<file path="src/rtl/craps_game_ctrl.sv">
// -----------------------------------------------------------------------------
// craps_game_ctrl
//   Game sequencer for a two-dice craps table. Accepts roll strobes from the
//   dice source, classifies the sum against the come-out / point rules, and
//   keeps the point, last sum, per-game roll count and win/loss tallies for
//   the display logic. Every output is a register; a roll's effect shows up
//   on the same rising edge that samples roll_valid.
// -----------------------------------------------------------------------------
module craps_game_ctrl #(
  parameter int CNT_W = 8
) (
  input  logic             clk,
  input  logic             rst_n,
  input  logic             roll_valid,
  input  logic [2:0]       die1,
  input  logic [2:0]       die2,
  input  logic             new_game,
  output logic [1:0]       state,
  output logic [3:0]       point,
  output logic [3:0]       last_sum,
  output logic             game_over,
  output logic             bad_roll,
  output logic [CNT_W-1:0] roll_cnt,
  output logic [CNT_W-1:0] win_cnt,
  output logic [CNT_W-1:0] loss_cnt
);

  // Encodings are visible on the state port, so they are fixed explicitly.
  typedef enum logic [1:0] {
    ST_IDLE  = 2'b00,  // come-out roll pending
    ST_POINT = 2'b01,  // point established, rolling for point or seven
    ST_WIN   = 2'b10,
    ST_LOSE  = 2'b11
  } state_t;

  // Counters stick at all-ones instead of wrapping back to zero.
  function automatic logic [CNT_W-1:0] sat_inc(input logic [CNT_W-1:0] v);
    return (&v) ? v : v + CNT_W'(1);
  endfunction

  // ---------------------------------------------------------------------------
  // State and output registers
  // ---------------------------------------------------------------------------
  state_t           r_state;
  logic [3:0]       r_point;
  logic [3:0]       r_last_sum;
  logic             r_game_over;
  logic             r_bad_roll;
  logic [CNT_W-1:0] r_roll_cnt;
  logic [CNT_W-1:0] r_win_cnt;
  logic [CNT_W-1:0] r_loss_cnt;

  // ---------------------------------------------------------------------------
  // Roll qualification
  // ---------------------------------------------------------------------------
  logic       w_die1_ok;
  logic       w_die2_ok;
  logic [3:0] w_sum;
  logic       w_in_play;
  logic       w_roll_req;
  logic       w_accept;
  logic       w_bad;

  // A 3-bit die can only be out of range as 0 or 7.
  assign w_die1_ok  = (die1 != 3'd0) && (die1 != 3'd7);
  assign w_die2_ok  = (die2 != 3'd0) && (die2 != 3'd7);
  assign w_sum      = {1'b0, die1} + {1'b0, die2};

  // Rolls only matter while a game is in progress; a simultaneous new_game
  // swallows the roll, including any illegal-die report.
  assign w_in_play  = (r_state == ST_IDLE) || (r_state == ST_POINT);
  assign w_roll_req = roll_valid && !new_game && w_in_play;
  assign w_accept   = w_roll_req && w_die1_ok && w_die2_ok;
  assign w_bad      = w_roll_req && !(w_die1_ok && w_die2_ok);

  // ---------------------------------------------------------------------------
  // Sum classification
  // ---------------------------------------------------------------------------
  state_t w_next_state;
  logic   w_set_point;
  logic   w_win_entry;
  logic   w_lose_entry;

  // Decide where an accepted roll takes the game.
  // NOTE: every always_comb output gets a default first so no path leaves it
  // unassigned; a missing default would infer a latch.
  always_comb begin
    w_next_state = r_state;
    w_set_point  = 1'b0;
    w_win_entry  = 1'b0;
    w_lose_entry = 1'b0;
    if (w_accept) begin
      unique case (r_state)
        ST_IDLE: begin
          unique case (w_sum)
            4'd7, 4'd11: begin
              w_next_state = ST_WIN;
              w_win_entry  = 1'b1;
            end
            4'd2, 4'd3, 4'd12: begin
              w_next_state = ST_LOSE;
              w_lose_entry = 1'b1;
            end
            // Legal dice leave only 4, 5, 6, 8, 9 and 10 here.
            default: begin
              w_next_state = ST_POINT;
              w_set_point  = 1'b1;
            end
          endcase
        end
        ST_POINT: begin
          // The point is never 7, so the two tests cannot both hit.
          if (w_sum == r_point) begin
            w_next_state = ST_WIN;
            w_win_entry  = 1'b1;
          end else if (w_sum == 4'd7) begin
            w_next_state = ST_LOSE;
            w_lose_entry = 1'b1;
          end
        end
        default: begin
          // WIN/LOSE never accept a roll; they wait for new_game.
          w_next_state = r_state;
        end
      endcase
    end
  end

  // Game FSM with all status outputs registered alongside the state.
  // NOTE: sequential state uses non-blocking assignments only, so every
  // register samples the pre-edge values regardless of statement order.
  always_ff @(posedge clk or negedge rst_n) begin
    if (!rst_n) begin
      r_state     <= ST_IDLE;
      r_point     <= 4'd0;
      r_last_sum  <= 4'd0;
      r_game_over <= 1'b0;
      r_bad_roll  <= 1'b0;
      r_roll_cnt  <= '0;
      r_win_cnt   <= '0;
      r_loss_cnt  <= '0;
    end else begin
      // Both flags are single-cycle pulses unless re-armed below.
      r_game_over <= 1'b0;
      r_bad_roll  <= w_bad;

      if (new_game) begin
        // Abandon or clear: last_sum and the tallies stay for display.
        r_state    <= ST_IDLE;
        r_point    <= 4'd0;
        r_roll_cnt <= '0;
      end else if (w_accept) begin
        r_state    <= w_next_state;
        r_last_sum <= w_sum;
        r_roll_cnt <= sat_inc(r_roll_cnt);
        if (w_set_point) begin
          r_point <= w_sum;
        end
        if (w_win_entry) begin
          r_win_cnt   <= sat_inc(r_win_cnt);
          r_game_over <= 1'b1;
        end
        if (w_lose_entry) begin
          r_loss_cnt  <= sat_inc(r_loss_cnt);
          r_game_over <= 1'b1;
        end
      end
    end
  end

  // ---------------------------------------------------------------------------
  // Outputs
  // ---------------------------------------------------------------------------
  assign state     = r_state;
  assign point     = r_point;
  assign last_sum  = r_last_sum;
  assign game_over = r_game_over;
  assign bad_roll  = r_bad_roll;
  assign roll_cnt  = r_roll_cnt;
  assign win_cnt   = r_win_cnt;
  assign loss_cnt  = r_loss_cnt;

endmodule
</file>
<file path="config.mk">
export PLATFORM = sky130hd
export DESIGN_NAME = craps_game_ctrl
export DESIGN_NICKNAME = d
export VERILOG_FILES = /design/src/rtl/craps_game_ctrl.sv
export SDC_FILE = /design/constraint.sdc
export NUM_CORES = 1
export LEC_CHECK = 0
export ABC_AREA = 1
export CAP_MARGIN = 40
export CORE_UTILIZATION = 40
export CTS_CLUSTER_SIZE = 14
export DETAILED_ROUTE_END_ITERATION = 8
export DONT_BUFFER_PORTS = 1
export GPL_ROUTABILITY_DRIVEN = 0
export PLACE_DENSITY_LB_ADDON = 0.25
export SLEW_MARGIN = 20
export SYNTH_ARGS = -nofsm -noshare
export SYNTH_HDL_FRONTEND = slang
export SYNTH_SLANG_ARGS = --single-unit
</file>
<file path="constraint.sdc">
create_clock -name clk -period 1.6 [get_ports clk]
set_clock_uncertainty 0.15 [all_clocks]
set_input_delay 0.24 -clock clk [delete_from_list [all_inputs] [get_ports clk]]
set_output_delay 0.24 -clock clk [all_outputs]
set_load 0.005 [all_outputs]
</file>
==> impl_metrics.csv, run 1 <==
group,metric,value,unit
logic_synthesis,syn_nets,291,
setup_path,path_max_fanout,8,
power_and_ir_drop,ir_drop,0.4036,mV
timing,rsz0062_at_grt,"yes",
detailed_routing,dr_total_vias,2051,
status,violations,"setup timing",
floorplan,core-area,5172,µm²
floorplan,die_area,5719,µm²
setup_path,r2r_setup_slack,-0.09,ns
clocking,clock_sinks,36,
global_routing,grt_pass1_vias,1934,
detailed_routing,via_per_inst,5.077,
timing,slew_headroom,0.7785,
setup_path,crit_type,"in2reg",
detailed_routing,firstDrtPassIters,4,
setup_path,endpoint_kind,"register",
detailed_routing,drtIter0Drc,80,
power_and_ir_drop,p_per_area,788.7,nW/µm²
logic_synthesis,ys_top_cells_by_area,"dfrtp_1 42%, nand2_1 14%, nand3_1 7.6%",
finish,utilization,0.5629,
clocking,cts_tree,"built",
timing,drv_slew,0,
global_routing,grt_pass1_wl,8.355,mm
finish,syn2layout_area_growth,34.28,%
setup_path,crit_path_start_kind,"input pin",
logic_synthesis,yosysSeqAreaShare,0.4155,
global_routing,antenna_found_initial,0,
placed_design,place_ws,-0.5294,ns
timing,hold_slack,0.02579,ns
finish,nets,351,
timing,fin_setup_tns,-3.763,ns
logic_synthesis,synth_top_cell_area_share,0.4155,
logic_synthesis,syn_area,2168,µm²
timing,min_period,1.816,ns
min_path,hold_path.class,"in2reg",
setup_path,max_stage_delay,0.60,ns
timing,hold_viol_final,0,
floorplan,initial_core_util,0.4192,
global_routing,overflow,0,
detailed_routing,drc_errors,0,
timing,min_period_over_period,1.135,
finish,final_common_cell,"nand2_1",
timing,setup-violations-final,23,
timing,max_slew.worst_pin.slew,0.3312,ns
floorplan,die_height,75.63,µm
logic_synthesis,syn_inst,274,
logic_synthesis,synth_area_leader_cell,"dfrtp_1",
detailed_routing,wl,5.373,mm
finish,drive_gt1_frac,0.3204,
logic_synthesis,synth_seq_cells,36,
flow_run,cap_violations,0,
setup_path,worst-endpoint-required,1.63,ns
setup_path,critical_path_arrival,1.85,ns
floorplan,rows,26,
clocking,cts-buffers-inserted,5,
global_routing,track_usage,0.1969,
timing,max_freq,0.5507,GHz
setup_path,cpMostUsedCell,"nand2_1",
clocking,clkTransAtPathRegs,0.07,ns
detailed_routing,wl_per_cell,13.30,µm
detailed_routing,ant_nets,0,
setup_path,critical-path-top-delay-family,"adder cells",
floorplan,die_w,75.63,µm
logic_synthesis,synth_cell_types,26,
placed_design,portBuffers,0,
finish,diodes,0,
logic_synthesis,syn_area_per_cell,7.914,µm²
global_routing,grt_max_degree,37,
finish,final.fill_count,476,
power_and_ir_drop,p_leak,1.468,nW
setup_path,path_buf_inv,0,
finish,layout_common_cells,"69 x nand2_1, 47 x buf_4, 36 x dfrtp_1, 29 x nand3_1, 26 x inv_1",
clocking,clock_latency,0.29,ns
status,status,"finished with violations",
placed_design,place_hpwl,3.774,mm
clocking,cts_buffer_depth,2,
setup_path,slowest_stage,"fa_2",
clocking,cts_htree_levels,2,
setup_path,cp_cell_sequence,"ha_4, fa_2, xnor2_2, nand2_1, nor2_4, nand3_2, nand2_4, nand3_4, nand2_1, nand2_1",
logic_synthesis,yosysWarnings,0,
timing,worst_slack,-0.2158,ns
floorplan,io_pins,46,
clocking,clockRootBuffer,"clkbuf_8",
==> cells in the mapped netlist <==
cell      number
xnor2_1        4
nor3_1         3
dfrtp_1       36
nand2_1       83
ha_1           6
o31ai_1        2
inv_1         28
fa_1           1
nand3_4        3
o21ai_0       12
nand2_4        3
inv_2          2
a21oi_1        6
xor2_1        11
nand2_2        6
nor2_4         1
buf_1          1
nand4_1       13
nand3_1       33
nor2_2         4
a31oi_2        1
buf_2          1
nor2_1        10
nand3b_1       1
o21bai_1       2
a21oi_2        1
==> what timing repair did <==
action	CTS	global route
hold endpoints to repair	39	0
setup buffers	1	4
pin swaps	11	9
hold buffers	4	0
cloned	1	1
endpoints found under the setup margin	26	31
resized for setup	11	25
==> worst register-to-register path, delay by kind of cell (launching register included) <==
family                   cells  cell delay [ns]
adder cells (fa/ha/maj)      1             0.19
buffers and inverters        1             0.17
AND/OR/NAND/NOR              4             0.61
flip-flops                   1             0.37
XOR/XNOR                     1             0.15
==> flip-flops by register name, indices dropped and copies added, names as in the netlist <==
signal	cells
loss_cnt	8
roll_cnt	8
game_over	1
last_sum	4
state	2
point	4
win_cnt	8
bad_roll	1
==> metrics by stage <==
stage	power (mW)	area, µm²	instances
final	2.296	2912	404
after global routing	2.422	2912	404
after CTS	2.269	2783	399
after detailed placement	1.591	2605	386
after global placement	1.581	2605	386
after floorplan	1.369	2183	274
==> final cells by class <==
cell class / instances / area [µm²] / area share
Multi-Input combinational cell: 208 / 1299 / 0.4461
Timing Repair Buffer: 53 / 434.2 / 0.1491
Tap cell: 70 / 87.58 / 0.03008
Inverter: 30 / 112.6 / 0.03868
Clock buffer: 6 / 72.57 / 0.02492
Sequential cell: 36 / 900.9 / 0.3094
Clock inverter: 1 / 5.005 / 0.001719
==> per-layer routing <==
layer | wire [µm] | GRT usage | up-vias | share of wire
met5 | 0 | 0 | - | 0
met4 | 112 | 0.09465 | 0 | 0.021
met3 | 282 | 0.03836 | 13 | 0.052
met2 | 2638 | 0.3343 | 62 | 0.49
met1 | 2340 | 0.2408 | 951 | 0.44
li1 | - | - | 1025 | -
==> cells by family (layout without fill, tap and decap cells) <==
kind of cell    count (synthesis)  count (layout)  synth area share
simple gates                  160             162            0.3589
flops                          36              36            0.4155
buf+inv                        32              90           0.05597
compound gates                 24              24           0.06520
xor+xnor                       15              15           0.06059
fa+ha+maj                       7               7           0.04385
==> worst paths after layout <==
kind,from,end,cells after the start
worst max-delay path,die1[0],win_cnt[2],10
worst min-delay path,new_game,win_cnt[5],3
worst max register to register,win_cnt[0],win_cnt[6],7
worst min register to register,last_sum[1],last_sum[1],2
max in group asynchronous,rst_n,last_sum[2],2
min in group asynchronous,rst_n,roll_cnt[7],2
==> power breakdown <==
part	leakage, nW	internal, mW	switching, mW	total, mW
combinational	0.936	0.277	0.340	0.617
sequential	0.491	0.995	0.0599	1.06
clock	0.0410	0.296	0.327	0.624
Power figures use the tool's default switching activity.
==> run 2: changes to the inputs <==
BUFFER_PORTS_ARGS = -buffer_cell sky130_fd_sc_hd__buf_2   (was not set)
CORE_MARGIN = 4   (was not set)
CORE_UTILIZATION = 30   (was 40)
DONT_BUFFER_PORTS = not set   (was 1)
==> run 2 against run 1 <==
The flow still finishes with violations (setup timing). First-iteration DRC count grew 33%. Sequential share of layout area shrank 3.4 points. Global-route usage shrank 5.0 points. Largest cell class unchanged.
==> impl_metrics.csv, run 2 (synthesis gave the netlist of run 1 again) <==
group,metric,value,unit
status,status,"finished with violations",
status,violations,"setup timing",
power_and_ir_drop,ir_drop,0.4060,mV
floorplan,die_height,93.02,µm
setup_path,r2r_setup_slack,-0.08,ns
setup_path,crit_type,"in2reg",
finish,nets,400,
timing,worst_slack,-0.3569,ns
finish,final_common_cell,"nand2_1",
timing,max_slew.worst_pin.slew,0.4482,ns
global_routing,antenna_found_initial,0,
setup_path,worst-endpoint-required,1.63,ns
finish,diodes,0,
clocking,cts-buffers-inserted,5,
min_path,hold_path.class,"in2reg",
setup_path,max_stage_delay,0.61,ns
min_path,hold_depth,3,
setup_path,critical-path-top-delay-family,"adder cells",
power_and_ir_drop,p_leak,1.737,nW
global_routing,track_usage,0.1472,
timing,hold_viol_final,0,
global_routing,grt_pass1_wl,10.23,mm
setup_path,cpMostUsedCell,"nand2_1",
placed_design,dp.cells,462,
floorplan,die_area,8652,µm²
placed_design,portBuffers,45,
setup_path,path_max_fanout,8,
setup_path,worstRegToRegCells,10,
floorplan,die_w,93.02,µm
timing,rsz0062_at_grt,"yes",
timing,slew_headroom,0.7012,
setup_path,critical_path_arrival,1.99,ns
floorplan,core-area,6907,µm²
detailed_routing,via_per_inst,4.697,
finish,instances_no_fill,479,
timing,min_period,1.957,ns
setup_path,cp_cell_sequence,"buf_8, ha_4, fa_2, xnor2_2, nand2_1, nor2_2, nand3_2, nand2_4, nand3_4, nand2_1, nand2_1",
detailed_routing,drc_errors,0,
clocking,cts_tree,"built",
floorplan,io_pins,46,
setup_path,crit_start,"die2[0]",
setup_path,crit_cells,11,
power_and_ir_drop,finalPower,2.469,mW
detailed_routing,firstDrtPassIters,4,
floorplan,rows,30,
finish,drive_gt1_frac,0.4334,
setup_path,reg2reg_from,"state[1]",
global_routing,grt_max_degree,21,
floorplan,initial_core_util,0.3139,
timing,setup-violations-final,23,
setup_path,slowest_stage,"fa_2",
detailed_routing,dr_total_vias,2250,
finish,layout_common_cells,"65 x nand2_1, 53 x buf_4, 43 x buf_2, 36 x dfrtp_1, 28 x nand3_1",
finish,syn2layout_area_growth,50.66,%
timing,drv_slew,0,
detailed_routing,ant_nets,0,
timing,hold_slack,0.09393,ns
timing,max_freq,0.5110,GHz
setup_path,r2r-end,"loss_cnt[1]",
clocking,cts_htree_levels,2,
clocking,clock_latency,0.29,ns
placed_design,place_hpwl,4.427,mm
clocking,cts_buffer_depth,2,
clocking,clkTransAtPathRegs,0.07,ns
clocking,clockRootBuffer,"clkbuf_8",
clocking,clock_sinks,36,
setup_path,endpoint_kind,"register",
detailed_routing,drtIter0Drc,106,
flow_run,cap_violations,0,
setup_path,path_buf_inv,1,
setup_path,worstSetupEndpoint,"win_cnt[4]",
detailed_routing,wl_per_cell,12.91,µm
global_routing,grt_pass1_vias,2201,
global_routing,overflow,0,
timing,min_period_over_period,1.223,
detailed_routing,wl,6.186,mm
setup_path,crit_path_start_kind,"input pin",
power_and_ir_drop,p_per_area,755.9,nW/µm²
-- run 2: cell count changes in the layout (fill, tap and decap cells not counted), sizes merged --
cell         delta
dlygate4sd3     -2
buf            +52
nand2           -1
-- run 2: worst register-to-register path: stages, from the launching register on --
cell	delay, ns
dfrtp_1	0.42
inv_1	0.11
nand3_4	0.10
inv_2	0.08
nand3_4	0.10
nor2_2	0.15
nand2_2	0.13
nand2_8	0.13
nand2_8	0.08
nand2_1	0.08
nand2_1	0.05
-- run 2: final cells by class --
class / count / area [µm²]
sequential: 36 / 900.9
timing repair buffer: 103 / 715.7
clock buffer: 6 / 72.57
clock inverter: 1 / 5.005
fill: 713 / 3640
tap: 96 / 120.1
inverter: 30 / 112.6
multi-input combinational: 207 / 1340
-- run 2: worst min path at each step --
| stage | startpoint | endpoint | slack (ns) |
|---|---|---|---|
| after floorplan | rst_n | bad_roll | -0.21 |
| after global placement | rst_n | roll_cnt[6] | 0.06 |
| after detailed placement | rst_n | roll_cnt[6] | 0.06 |
| after CTS | roll_valid | bad_roll | 0.09 |
| after global routing | roll_valid | bad_roll | 0.1 |
| final | roll_valid | bad_roll | 0.09 |
-- run 2: timing repair --
action | 4_1_cts | 5_1_grt
gates resized for setup | 25 | 29
cloned | 1 | 0
setup endpoints to repair | 26 | 27
setup buffers | 6 | 2
hold endpoints to repair | 16 | 0
hold buffers | 1 | 0
pin swaps | 21 | 18
-- run 2: layer usage --
layer,track usage,vias up,part of all wire
li1,-,1116,-
met1,0.1891,1083,0.44
met2,0.2513,42,0.51
met3,0.02977,9,0.034
met4,0.04029,0,0.014
met5,0,-,0
-- run 2: where the power goes --
part	leakage, nW	total, mW	internal [mW]	switching, mW
registers	0.491	1.05	0.995	0.0567
clock network	0.0410	0.625	0.296	0.329
logic	1.20	0.792	0.380	0.412
total	1.74	2.47	1.67	0.798
-- run 2: per-stage QoR --
stage	setup slack (ns)	utilization	area (µm²)	setup TNS, ns
5_1_grt	-0.4424	0.4730	3267	-9.138
6_report	-0.3569	0.4730	3267	-7.121
3_5_place_dp	-0.6840	0.4217	2913	-15.50
4_1_cts	-0.3007	0.4553	3144	-5.833
3_3_place_gp	-0.6409	0.4217	2913	-14.77
2_1_floorplan	-0.4317	-	2183	-8.388
==> run 3: changes to the inputs <==
CELL_PAD_IN_SITES_DETAIL_PLACEMENT = 1   (was not set)
CELL_PAD_IN_SITES_GLOBAL_PLACEMENT = 1   (was not set)
==> run 3 against run 2 <==
The run still ends with setup timing left. Setup slack gained 0.014 ns. Via count grew 1.6%. Core utilization grew 1.3 points. Largest power group unchanged.
==> impl_metrics.csv, run 3 (synthesis gave the netlist of run 1 again) <==
group,metric,value,unit
status,status,"finished with violations",
status,violations,"setup timing",
detailed_routing,dr_total_vias,2287,
detailed_routing,via_per_inst,4.658,
timing,setup-violations-final,23,
clocking,cts-buffers-inserted,5,
placed_design,portBuffers,45,
global_routing,grt_max_degree,37,
min_path,hold_path.class,"in2reg",
setup_path,crit_type,"in2reg",
timing,slew_headroom,0.7942,
floorplan,die_w,93.02,µm
detailed_routing,wl_per_cell,14.17,µm
global_routing,antenna_found_initial,0,
setup_path,cp_cell_sequence,"buf_8, ha_4, fa_2, xnor2_2, nand2_1, nor2_2, nand3_2, nand2_4, nand3_4, nand2_1, nand2_1",
timing,max_freq,0.5147,GHz
detailed_routing,wl,6.959,mm
setup_path,critical_path_arrival,1.97,ns
clocking,clockRootBuffer,"clkbuf_8",
finish,final.fill_count,890,
setup_path,slowest_stage,"fa_2",
timing,min_period_over_period,1.214,
finish,drive_gt1_frac,0.4380,
timing,rsz0062_at_grt,"yes",
power_and_ir_drop,p_leak,1.796,nW
detailed_routing,drtIter0Drc,58,
global_routing,grt_pass1_wl,11.73,mm
setup_path,critical-path-top-delay-family,"simple AND/OR/NAND/NOR gates",
power_and_ir_drop,p_per_area,754.7,nW/µm²
setup_path,cpMostUsedCell,"nand2_1",
detailed_routing,firstDrtPassIters,4,
clocking,cts_htree_levels,2,
floorplan,die_area,8652,µm²
finish,multi_input_area,1335,µm²
finish,syn2layout_area_growth,54.93,%
global_routing,overflow,0,
timing,min_period,1.943,ns
finish,utilization,0.4864,
floorplan,initial_core_util,0.3139,
clocking,cts_buffer_depth,2,
floorplan,io_pins,46,
detailed_routing,drc_errors,0,
power_and_ir_drop,finalPower,2.535,mW
clocking,clock_latency,0.29,ns
clocking,clock_sinks,36,
detailed_routing,ant_nets,0,
floorplan,rows,30,
setup_path,path_buf_inv,1,
timing,worst_slack,-0.3428,ns
setup_path,endpoint_kind,"register",
clocking,cts_tree,"built",
finish,nets,411,
floorplan,die_height,93.02,µm
global_routing,track_usage,0.1674,
flow_run,cap_violations,0,
timing,hold_viol_final,0,
floorplan,core-area,6907,µm²
finish,final_common_cell,"nand2_1",
setup_path,max_stage_delay,0.59,ns
setup_path,crit_path_start_kind,"input pin",
setup_path,path_max_fanout,8,
finish,seq_area,902.1,µm²
finish,diodes,0,
placed_design,place_hpwl,4.929,mm
power_and_ir_drop,ir_drop,0.3078,mV
clocking,clkTransAtPathRegs,0.07,ns
timing,drv_slew,0,
global_routing,grt_pass1_vias,2484,
finish,layout_common_cells,"71 x nand2_1, 63 x buf_4, 43 x buf_2, 35 x dfrtp_1, 30 x nand3_1",
setup_path,worst-endpoint-required,1.63,ns
timing,max_slew.worst_pin.slew,0.3063,ns
run 3: changes by cell type in the layout (fill, tap and decap cells not counted), moves of 2 or more:
cell / previous run / this run
buf_4: 53 / 63
nand2_2: 18 / 14
nand3_2: 5 / 2
nand2_1: 65 / 71
nand3_1: 28 / 30
nor2_4: 3 / 5
inv_1: 26 / 23
nor2_2: 6 / 3
inv_2: 4 / 7
run 3: per-stage QoR:
stage | setup TNS (ns) | std cells | cell area (µm²) | hold WS [ns] | worst slack [ns]
2_1_floorplan | -8.388 | 274 | 2183 | -0.2056 | -0.4317
3_5_place_dp | -17.37 | 465 | 2948 | 0.07601 | -0.6987
4_1_cts | -5.906 | 482 | 3186 | 0.09695 | -0.2983
5_1_grt | -8.861 | 491 | 3359 | 0.1135 | -0.4106
3_3_place_gp | -15.98 | 465 | 2948 | 0.07446 | -0.6502
6_report | -6.646 | 491 | 3359 | 0.1073 | -0.3428
run 3: worst reg2reg max path: cells and delay by family (launching register included):
kind | cells | cell delay [ns]
AOI/OAI and AO/OA | 1 | 0.24
adders and majority gates | 1 | 0.22
buffers and inverters | 2 | 0.32
DFF | 1 | 0.40
and+or+nand+nor | 4 | 0.35
run 3: path summary, 6_finish.rpt:
kind	slack [ns]	startpoint	cells past startpoint	to
setup / recovery	-0.34	die2[0]	11	win_cnt[0]
hold / removal	0.11	roll_valid	3	bad_roll
setup reg to reg	-0.14	win_cnt[0]	8	win_cnt[4]
hold reg to reg	0.34	last_sum[1]	2	last_sum[1]
max in group asynchronous	0.81	rst_n	3	win_cnt[0]
min in group asynchronous	0.28	rst_n	3	last_sum[0]
run 3: where the power goes:
| group | leakage [nW] | internal (mW) | switching [mW] |
|---|---|---|---|
| registers | 0.490 | 0.995 | 0.0542 |
| logic | 1.26 | 0.387 | 0.417 |
| clock network | 0.0455 | 0.352 | 0.330 |
| total | 1.80 | 1.73 | 0.802 |
run 3: cell type report:
| type | count | area share |
|---|---|---|
| clock buffers | 8 | 0.02682 |
| well taps | 96 | 0.03575 |
| flip-flops and latches | 36 | 0.2685 |
| inverters | 30 | 0.03352 |
| multi-input cells | 208 | 0.3974 |
| repair buffers | 113 | 0.2380 |
run 3: routing by layer:
metal / GRT usage / wire, µm / vias to the layer above / share of wire
li1: - / - / 1141 / -
met1: 0.2218 / 3119 / 1097 / 0.45
met2: 0.2813 / 3488 / 38 / 0.50
met3: 0.03218 / 231 / 11 / 0.033
met4: 0.04029 / 119 / 0 / 0.017
met5: 0 / 0 / - / 0
run 3: what timing repair did:
action	4_1_cts	5_1_grt
hold endpoints to repair	36	0
hold buffers	1	0
pin swaps	20	18
resized for setup	22	30
setup endpoints to repair	26	30
gates cloned	1	1
setup buffers	7	8
